**config.mk**
```make
export PLATFORM = sky130hd
export DESIGN_NAME = rr_req_arbiter
export DESIGN_NICKNAME = d
export VERILOG_FILES = /design/src/rtl/rr_req_arbiter.sv
export SDC_FILE = /design/constraint.sdc
export NUM_CORES = 1
export LEC_CHECK = 0
export ABC_CLOCK_PERIOD_IN_PS = 8100
export BUFFER_PORTS_ARGS = -buffer_cell sky130_fd_sc_hd__buf_4
export CAP_MARGIN = 15
export CELL_PAD_IN_SITES_DETAIL_PLACEMENT = 2
export CELL_PAD_IN_SITES_GLOBAL_PLACEMENT = 2
export CORE_MARGIN = 1
export CORE_UTILIZATION = 38
export DETAILED_ROUTE_END_ITERATION = 10
export PLACE_DENSITY = 0.87
export SKIP_LAST_GASP = 1
export SLEW_MARGIN = 20
export SYNTH_ARGS = -nofsm -noshare
export SYNTH_HDL_FRONTEND = slang
export SYNTH_SLANG_ARGS = --single-unit
```
**constraint.sdc**
```tcl
create_clock -name clk -period 8.1 [get_ports clk]
set_clock_uncertainty 0.1 [all_clocks]
set_input_delay 0.81 -clock clk [delete_from_list [all_inputs] [get_ports clk]]
set_output_delay 0.81 -clock clk [all_outputs]
set_load 0.005 [all_outputs]
```
**src/rtl/rr_req_arbiter.sv**
```systemverilog
// Round-robin request arbiter: registered one-hot grant with valid/ready handoff; optional RR_ARB_HOLD_EN.
// Latency: one cycle from req to grant_valid; minimum two cycles per grant (IDLE bubble).
// Backpressure: grant held stable until grant_ready; optional HOLD keeps grant while req[winner] stays high.
module rr_req_arbiter #(
    parameter int WIDTH = 3,
    parameter int LINES = 2**WIDTH
) (
    input  logic             clk,
    input  logic             rst,
    input  logic [LINES-1:0] req,
    input  logic             grant_ready,
    output logic [LINES-1:0] grant,
    output logic             grant_valid,
    output logic             busy
);

`ifdef RR_ARB_HOLD_EN
    typedef enum logic [1:0] {IDLE, OFFER, HOLD} state_t;
`else
    typedef enum logic {IDLE, OFFER} state_t;
`endif

    state_t           state, state_nxt;
    logic [WIDTH-1:0] ptr, ptr_nxt;
    logic [WIDTH-1:0] gidx, gidx_nxt;
    logic [LINES-1:0] grant_nxt;
    logic             valid_nxt;
    logic             win_found;
    logic [WIDTH-1:0] win_idx;
    logic [WIDTH-1:0] scan_idx;

    // Scan from ptr upward; the index wraps naturally because LINES is 2**WIDTH.
    always_comb begin
        win_found = 1'b0;
        win_idx   = '0;
        scan_idx  = '0;
        for (int i = 0; i < LINES; i++) begin
            scan_idx = ptr + WIDTH'(i);
            if (!win_found && req[scan_idx]) begin
                win_found = 1'b1;
                win_idx   = scan_idx;
            end
        end
    end

    always_comb begin
        state_nxt = state;
        ptr_nxt   = ptr;
        gidx_nxt  = gidx;
        grant_nxt = grant;
        valid_nxt = grant_valid;
        case (state)
            IDLE: begin
                if (win_found) begin
                    grant_nxt          = '0;
                    grant_nxt[win_idx] = 1'b1;
                    valid_nxt          = 1'b1;
                    gidx_nxt           = win_idx;
                    state_nxt          = OFFER;
                end
            end
            OFFER: begin
                if (grant_ready) begin
                    ptr_nxt   = gidx + WIDTH'(1);
                    valid_nxt = 1'b0;
`ifdef RR_ARB_HOLD_EN
                    state_nxt = HOLD;
`else
                    grant_nxt = '0;
                    state_nxt = IDLE;
`endif
                end
            end
`ifdef RR_ARB_HOLD_EN
            HOLD: begin
                // Ownership lasts as long as the winning line keeps requesting.
                if (!req[gidx]) begin
                    grant_nxt = '0;
                    state_nxt = IDLE;
                end
            end
`endif
            default: begin
                grant_nxt = '0;
                valid_nxt = 1'b0;
                state_nxt = IDLE;
            end
        endcase
    end

    always_ff @(posedge clk) begin
        if (rst) begin
            state       <= IDLE;
            ptr         <= '0;
            gidx        <= '0;
            grant       <= '0;
            grant_valid <= 1'b0;
        end else begin
            state       <= state_nxt;
            ptr         <= ptr_nxt;
            gidx        <= gidx_nxt;
            grant       <= grant_nxt;
            grant_valid <= valid_nxt;
        end
    end

    assign busy = (state != IDLE);

endmodule
```
### After elaboration in Yosys (flattened, before gate mapping)

Cells that the tools add are included.

| storage, ports and cells | value |
|---|---|
| output and inout port bits | 10 |
| word-level logic and storage cells | 87 |
| input port bits | 11 |
| flip-flop bits (word level) | 16 |

| operators by class | value |
|---|---|
| $add $sub $neg | 8 |
| equal/unequal tests | 2 |
| bitwise logic cells | 1 |
| multiplexer cells | 43 |
| reduce and logical (&&, ||, !) cells | 18 |
| magnitude comparators | 10 |

Operators by type and width:

| operator | number |
|---|---|
| $lt A3 B4 Y1 const B | 9 |
| $bmux W1 S3 | 8 |
| $mux W3 | 8 |
| $mux W1 | 21 |
| $mux W8 | 2 |
| $pmux W8 S2 | 1 |
| $add A3 B3 Y3 const B | 4 |
| $logic_and A1 B1 Y1 | 8 |
| $logic_not A1 Y1 | 7 |
| $add A3 B1 Y3 const B | 2 |
| $add A3 B2 Y3 const B | 2 |
| $reduce_and A2 Y1 | 3 |
| $ne A2 B2 Y1 const B | 2 |
| $pmux W1 S2 | 2 |
| $demux W1 S3 | 1 |
| $ge A3 B1 Y1 const B | 1 |
| $not A1 Y1 | 1 |

### Logic depth before layout (Yosys ltp)

Gate-level depths: netlist of run 1.

| depth | value |
|---|---|
| depth in word-level cells | 30 |
| gate-level depth with buffers | 12 |
| mapped depth without buffers | 9 |

### Least setup slack after synthesis of run 1

No wires, ideal clock.

| timing | value |
|---|---|
| path kind | reg2reg |
| start | register ptr[1] |
| end | register grant[5] |
| slack | 4.949 ns |
| stages on the path, launching flop included | 13 |
| arrival | 2.991 ns |
| required time | 7.940 ns |
| clock period less this slack | 3.151 ns |
| library setup time | 0.060 ns |
| buffers on the path | 3 |
| cell sequence | dfxtp_1 > buf_2 > inv_1 > ha_1 > buf_6 > buf_12 > mux4_2 > mux2_4 > nor3b_2 > nand4b_1 > a32oi_2 > and3b_2 > a32o_2 |

| between the ends | value |
|---|---|
| word-level cells in the longest chain between the ends | 30 |
| elaborated cells between the ends (all ways) | 62 |
| those cells by class | add/sub: 7; order compare: 2; eq/ne: 1; mux: 36; reduce/logical: 16 |

RTL lines:

| what | RTL line | RTL |
|---|---|---|
| start: declaration | 24 | `logic [WIDTH-1:0] ptr, ptr_nxt;` |
| start signal: assignment | 100 | `ptr <= ptr_nxt;` |
| parallel branches: the longest is 30 deep, another holds $add A3 B1 Y3 | -- |  |
| end signal: assignment | 102 | `grant <= grant_nxt;` |
| end: declaration | 12 | `output logic [LINES-1:0] grant,` |

Several ways; the timed one is not identified. The select of a mux whose other input is x is not followed.
A chain may end at the register's enable or synchronous reset.

### Worst setup path in the final report of run 1

| timing | value |
|---|---|
| start | register ptr[0] |
| end | register grant[1] |

Same word-level chain as after synthesis.

==> flow_summary_export.csv, run 1 <==
group,metric,value,unit
status,status,"completed",
layout,diodes,0,
run,cap_violations,0,
sta,drv_slew,0,
logic_synthesis,syn_area,0.00166,sq mm
logic_synthesis,synth_top_flop_cell,"dfxtp_1",
sta,hold_viol_final,0,
worst_setup_path,cp.arrival,4.45,ns
clock_network,clk_latency,0.26,ns
logic_synthesis,yosys_warnings,0,
worst_setup_path,cp_cell_sequence,"inv_1, ha_1, mux4_1, mux2_4, nor3b_2, nand4b_1, a32oi_2, and3b_2, a32o_2",
placed_design,place_ws,3.78,ns
grt,globalRouteOverflowTotal,0,
placed_design,io_buffer_count,20,
placed_design,hpwl,4.03,mm
sta,fin_crit,4.35,ns
layout,syn_to_final_growth,12.5,%
sta,rsz0062_at_grt,"no",
logic_synthesis,synth_cell_type_count,56,
pwr,leakage,0.723,nW
sta,worst_slew_pin_slew,0.905,ns
sta,setup_viol,0,
worst_setup_path,cp_slowest_cell,"ha_1",
grt,grt_antenna_before_repair,0,
logic_synthesis,synth_nets,167,
placed_design,placed_area,0.00181,sq mm
placed_design,place.gp.congestion,0.891,
grt,grt_pass1_vias,1544,
layout,layout-drive-gt1-share,37.1,%
routing,drtAntennaViolNets,0,
worst_setup_path,cp_slowest_stage_delay,0.86,ns
clock_network,cts_root_buf,"clkbuf_8",
sta,fin_crit_sh,53.6,%
logic_synthesis,synth-seq-cells,16,
hold_path,worstHoldPathType,"reg2reg",
routing,drc,0,
worst_setup_path,crit_family,"multiplexers",
logic_synthesis,synth-async-reset-ratio,0,%
clock_network,hold_buffers,0,
worst_setup_path,cp_max_fo,16,
layout,final_cell_area,0.00186,sq mm
routing,drtIter0Drc,94,
routing,wirelength,5.42,mm
pwr,powerDensity,176,mW/mm^2
clock_network,h-tree-depth,1,
die,start_util,40.6,%
worst_setup_path,required,8.20,ns
layout,nets,185,
clock_network,clk_pin_slew_worst_paths,0.06,ns
grt,grt_max_degree,17,
routing,num_vias,1431,
routing,routedWlPerCell,24.7,um
layout,fill_cells,429,
logic_synthesis,syn_avg_cell_area,10.8,sq um
worst_setup_path,path_class,"reg2reg",
clock_network,numClockSinks,16,
layout,most-common-layout-cells,"buf_4 (20), dfxtp_1 (16), mux2i_1 (13), mux4_2 (10), nor2_1 (10)",
clock_network,postCtsSetupBuffers,0,
sta,timing.slew.headroom,39.6,%
grt,track_usage,26.3,%
layout,mostFrequentLayoutCell,"buf_4",
die,die_y,68.1,um
worst_setup_path,worstSetupEndpointType,"flip-flop",
clock_network,cts_max_path_buffers,2,
worst_setup_path,path_buf_inv,1,
die,row_count,23,
sta,max_freq,0.230,GHz
sta,finalWorstSetupSlack,3.75,ns
routing,vias_per_cell,6.50,
sta,tns,0,ns
routing,drt_first_pass_iters,4,
pwr,ir_drop,126,uV
die,core_area,0.00409,sq mm
logic_synthesis,yosysSeqAreaShare,19.3,%
die,ios,21,
grt,grt_pass1_wl,8.48,mm
clock_network,cts_tree,"built",
clock_network,cts-resized-gates,0,
clock_network,numCtsBuffers,3,
die,die_w,68.1,um
worst_setup_path,start_kind,"flip-flop",
logic_synthesis,netlist_instances,153,
logic_synthesis,synth_edf_count,0,
die,die_area,0.00463,sq mm
==> state kept, by name, indices dropped and copies added, names as in the netlist <==
signal / flops
busy: 1
ptr: 3
grant: 8
gidx: 3
grant_valid: 1
==> power breakdown <==
part           total [W]  switching (W)  internal (W)
clock network  0.0000734      0.0000301     0.0000433
registers      0.0000964      0.0000104     0.0000860
logic           0.000158      0.0000881     0.0000697
==> per-layer routing <==
| layer | part of all wire [%] | vias up | GRT usage [%] |
|---|---|---|---|
| met3 | 3.1 | 15 | 4.00 |
| li1 | - | 647 | - |
| met5 | 0 | - | 0 |
| met1 | 44 | 735 | 33.5 |
| met2 | 49 | 34 | 42.2 |
| met4 | 3.3 | 0 | 14.8 |
==> cell usage after synthesis, types with 2 or more instances <==
| cell | count | share of area, % |
|---|---|---|
| ha_1 | 3 | 2.3 |
| nand3b_1 | 3 | 1.4 |
| nand3_1 | 5 | 1.5 |
| a211oi_1 | 3 | 1.4 |
| mux4_1 | 3 | 4.8 |
| nor2_2 | 2 | 0.75 |
| a32o_1 | 4 | 2.4 |
| a32o_2 | 4 | 2.7 |
| mux4_2 | 10 | 14 |
| mux2_4 | 2 | 1.8 |
| buf_2 | 3 | 0.91 |
| nor2_1 | 10 | 2.3 |
| nand2b_1 | 4 | 1.5 |
| mux2i_1 | 13 | 7.8 |
| a21oi_1 | 9 | 2.7 |
| nor3b_2 | 2 | 1.5 |
| mux2_2 | 2 | 1.4 |
| buf_6 | 2 | 1.4 |
| a32oi_2 | 2 | 2.0 |
| nand2_1 | 7 | 1.6 |
| inv_1 | 5 | 1.1 |
| o21ai_0 | 3 | 0.91 |
| xor2_1 | 2 | 1.1 |
| a21boi_0 | 2 | 0.91 |
| dfxtp_1 | 16 | 19 |
| o221a_2 | 2 | 1.4 |
==> per-stage QoR <==
stage | power, W | instances | util [%] | hold slack (ns)
floorplan | 0.000212 | 153 | - | 0.358
global placement | 0.000242 | 216 | 44.3 | 0.357
global route | 0.000344 | 220 | 45.6 | 0.393
finish | 0.000328 | 220 | 45.6 | 0.367
detailed placement | 0.000253 | 216 | 44.3 | 0.360
CTS | 0.000328 | 220 | 45.6 | 0.374
==> cell type report <==
type	count	area, sq um	area share [%]
inverters	7	26.3	1.41
clock buffers	4	55.1	2.95
multi-input cells	123	1250	67.0
well taps	50	62.6	3.36
flip-flops and latches	16	320	17.2
repair buffers	20	150	8.05
==> logic make-up (layout without fill, tap and decap cells) <==
family / after synthesis / in the layout / synth area share [%]
compound gates: 41 / 41 / 22.2
flops: 16 / 16 / 19.3
buf+inv: 14 / 31 / 5.28
xor+xnor: 4 / 4 / 2.57
fa+ha+maj: 3 / 3 / 2.26
simple gates: 44 / 44 / 17.7
mux: 31 / 31 / 30.7
==> final timing paths <==
check | startpoint | end | slack, ns | cells after the start
min | grant[6] | grant[6] | 0.37 | 1
max reg2reg | ptr[0] | grant[1] | 3.75 | 9
min reg2reg | grant[6] | grant[6] | 0.37 | 1
max | ptr[0] | grant[1] | 3.75 | 9
No activity file was read; power rests on OpenSTA's default activity.
==> run 2, diff against run 1 <==
ABC_AREA = 1   (was unset)
ABC_CLOCK_PERIOD_IN_PS = 4350   (was 8100)
CORE_UTILIZATION = 31   (was 38)
PLACE_DENSITY = 0.85   (was 0.87)
clock period = 4.35 ns   (was 8.1 ns; I/O delays follow)
==> run 2 against run 1 <==
Sequential cell count stayed put. Total power up 92%. Sequential power is 89% higher. Count of clock-buffer cells in the layout unchanged. Combinational power up 96%. Synthesized area is 8.2% lower. Worst setup slack got worse by 2.7 ns. Final cell count rose by 42%. Sequential share of layout area grew 0.87 points. Register-to-register slack lost 2.7 ns. Hold slack worse by 0.031 ns. Largest cell class unchanged.
==> flow_summary_export.csv, run 2 <==
group,metric,value,unit
status,status,"completed",
routing,vias_per_cell,4.94,
sta,drv_slew,0,
die,start_util,32.2,%
logic_synthesis,syn_avg_cell_area,6.77,sq um
placed_design,hpwl,3.83,mm
routing,drt_first_pass_iters,6,
sta,tns,0,ns
layout,largest_reg_flops,8,
clock_network,cts_root_buf,"clkbuf_8",
clock_network,postCtsSetupBuffers,0,
sta,max_freq,0.302,GHz
layout,regMostFlops,"grant",
placed_design,io_buffer_count,20,
pwr,leakage,0.862,nW
run,cap_violations,0,
grt,globalRouteOverflowTotal,0,
grt,grt_pass1_wl,8.56,mm
pwr,switching_share,45.3,%
worst_setup_path,cp.arrival,3.37,ns
logic_synthesis,yosysTopAreaCellShare,21.0,%
clock_network,h-tree-depth,1,
routing,wirelength,4.85,mm
worst_setup_path,cp_slowest_cell,"dfxtp_1",
layout,register_area,320,sq um
layout,reg_top3,"grant: 8 flops, gidx: 3 flops, ptr: 3 flops",
worst_setup_path,worstSetupEndpointType,"flip-flop",
sta,rsz0062_at_grt,"no",
sta,setup_viol,0,
hold_path,worstHoldPathType,"in2reg",
logic_synthesis,yosys_warnings,0,
routing,drc,0,
clock_network,numClockSinks,16,
grt,track_usage,21.2,%
sta,fin_crit_sh,76.0,%
placed_design,place.gp.congestion,0.860,
pwr,switchingPower,0.000285,W
die,die_area,0.00520,sq mm
logic_synthesis,synth-seq-cells,16,
sta,hold_viol_final,0,
layout,layout-drive-gt1-share,27.3,%
logic_synthesis,yosysSeqAreaShare,21.0,%
grt,grt_pass1_vias,1692,
worst_setup_path,cp_max_fo,12,
pwr,ir_drop,139,uV
sta,timing.slew.headroom,53.7,%
placed_design,placed_area,0.00172,sq mm
clock_network,cts_tree,"built",
clock_network,cts-resized-gates,0,
die,die_y,72.1,um
layout,fill_cells,610,
worst_setup_path,cp_cell_sequence,"inv_2, ha_1, inv_2, nand3_1, nand2_1, nand2_1, nand2_2, inv_1, nand3_1, nor2_1, nor2_1, nand2_1, nor2_1, nand3_1, nor2_1, nand2_1, a21oi_1",
worst_setup_path,cp_slowest_stage_delay,0.65,ns
grt,grt_max_degree,13,
worst_setup_path,start_kind,"flip-flop",
worst_setup_path,required,4.42,ns
layout,multi_input_area,0.00105,sq mm
pwr,pwr-share-comb,49.3,%
logic_synthesis,synth_edf_count,0,
logic_synthesis,synth_area_leaders,"dfxtp_1 (21%), nand2_1 (15%), nand3_1 (8.2%), nor2_1 (7.6%), nand3_2 (7.2%)",
die,core_area,0.00472,sq mm
clock_network,hold_buffers,0,
logic_synthesis,synth_commonest_cells,"nand2_1 (61), nor2_1 (31), nand3_1 (25)",
worst_setup_path,path_class,"reg2reg",
clock_network,clk_pin_slew_worst_paths,0.07,ns
clock_network,numCtsBuffers,3,
layout,syn_to_final_growth,16.5,%
routing,num_vias,1541,
layout,diodes,0,
layout,most-common-layout-cells,"nand2_1 (61), nor2_1 (31), nand3_1 (25), buf_4 (20), dfxtp_1 (16)",
logic_synthesis,yosys.area.top_type,"dfxtp_1",
pwr,seqPwrFrac,28.9,%
logic_synthesis,synth_top_flop_cell,"dfxtp_1",
logic_synthesis,synth.most_common_cell,"nand2_1",
logic_synthesis,syn_area,0.00152,sq mm
logic_synthesis,netlist_instances,225,
routing,drtIter0Drc,46,
die,ios,21,
die,die_w,72.1,um
layout,final_cell_area,0.00177,sq mm
clock_network,cts_max_path_buffers,2,
logic_synthesis,synth-async-reset-ratio,0,%
sta,worst_slew_pin_slew,0.693,ns
logic_synthesis,synth_nets,239,
clock_network,clk_latency,0.25,ns
grt,grt_antenna_before_repair,0,
sta,fin_crit,3.31,ns
die,row_count,25,
layout,nets,260,
layout,mostFrequentLayoutCell,"nand2_1",
pwr,powerDensity,355,mW/mm^2
pwr,p_int,0.000345,W
routing,routedWlPerCell,15.5,um
routing,drtAntennaViolNets,0,
logic_synthesis,synth_cell_type_count,30,
pwr,power.share.clock,21.8,%
run 2: cell count changes after synthesis, moves of 5 or more:
cell     change
nand2_1     +54
nor2_1      +21
nand3_1     +20
mux2i_1     -13
inv_1       +10
mux4_2      -10
nand3_2     +10
inv_2        +9
nand4_1      +5
run 2: power groups by stage:
stage               logic [W]  clock network, W  registers (W)
floorplan            0.000230                 0       0.000175
global placement     0.000295                 0       0.000184
detailed placement   0.000304                 0       0.000185
CTS                  0.000313          0.000141       0.000182
global route         0.000349          0.000147       0.000184
finish               0.000310          0.000137       0.000182
run 2: worst paths after layout:
check / endpoint / cells past startpoint / from / slack (ns)
max: grant[0] / 17 / ptr[0] / 1.04
min: grant_valid / 2 / rst / 0.34
max reg2reg: grant[0] / 17 / ptr[0] / 1.04
min reg2reg: grant[1] / 2 / grant[1] / 0.38
run 2: cell families after synthesis:
logic type | synth area share (%)
flip-flops | 21.0
buffers and inverters | 9.78
AO/OA/AOI/OAI | 8.22
AND/OR/NAND/NOR | 52.9
XOR/XNOR | 5.59
adder cells (fa/ha/maj) | 2.47
run 2: final cells by class:
type,count,area share [%]
multi-input combinational,178,59.4
inverter,27,6.28
clock buffer,4,3.10
timing repair buffer,20,8.46
sequential,16,18.1
tap,67,4.72
run 2: critical path: cells and delay by family, from the launching register on:
family | cells | cell delay [ns]
compound gates | 1 | 0.20
simple gates | 12 | 1.34
flops | 1 | 0.65
fa+ha+maj | 1 | 0.45
buf+inv | 3 | 0.47
run 2: stage by stage:
step	power [W]	hold slack [ns]	util, %	std cells	setup WS, ns
after floorplan	0.000406	0.334	-	225	1.90
after global placement	0.000479	0.353	36.4	308	1.17
after detailed placement	0.000490	0.365	36.4	308	1.11
after CTS	0.000637	0.337	37.6	312	1.00
after global routing	0.000680	0.350	37.6	312	0.770
final	0.000630	0.337	37.6	312	1.04
run 2: layer usage:
| layer | routed length [um] | vias up | track usage, % |
|---|---|---|---|
| met5 | 0 | - | 0 |
| li1 | - | 770 | - |
| met3 | 79 | 5 | 2.64 |
| met4 | 25 | 0 | 3.27 |
| met1 | 2320 | 750 | 28.2 |
| met2 | 2420 | 16 | 37.2 |
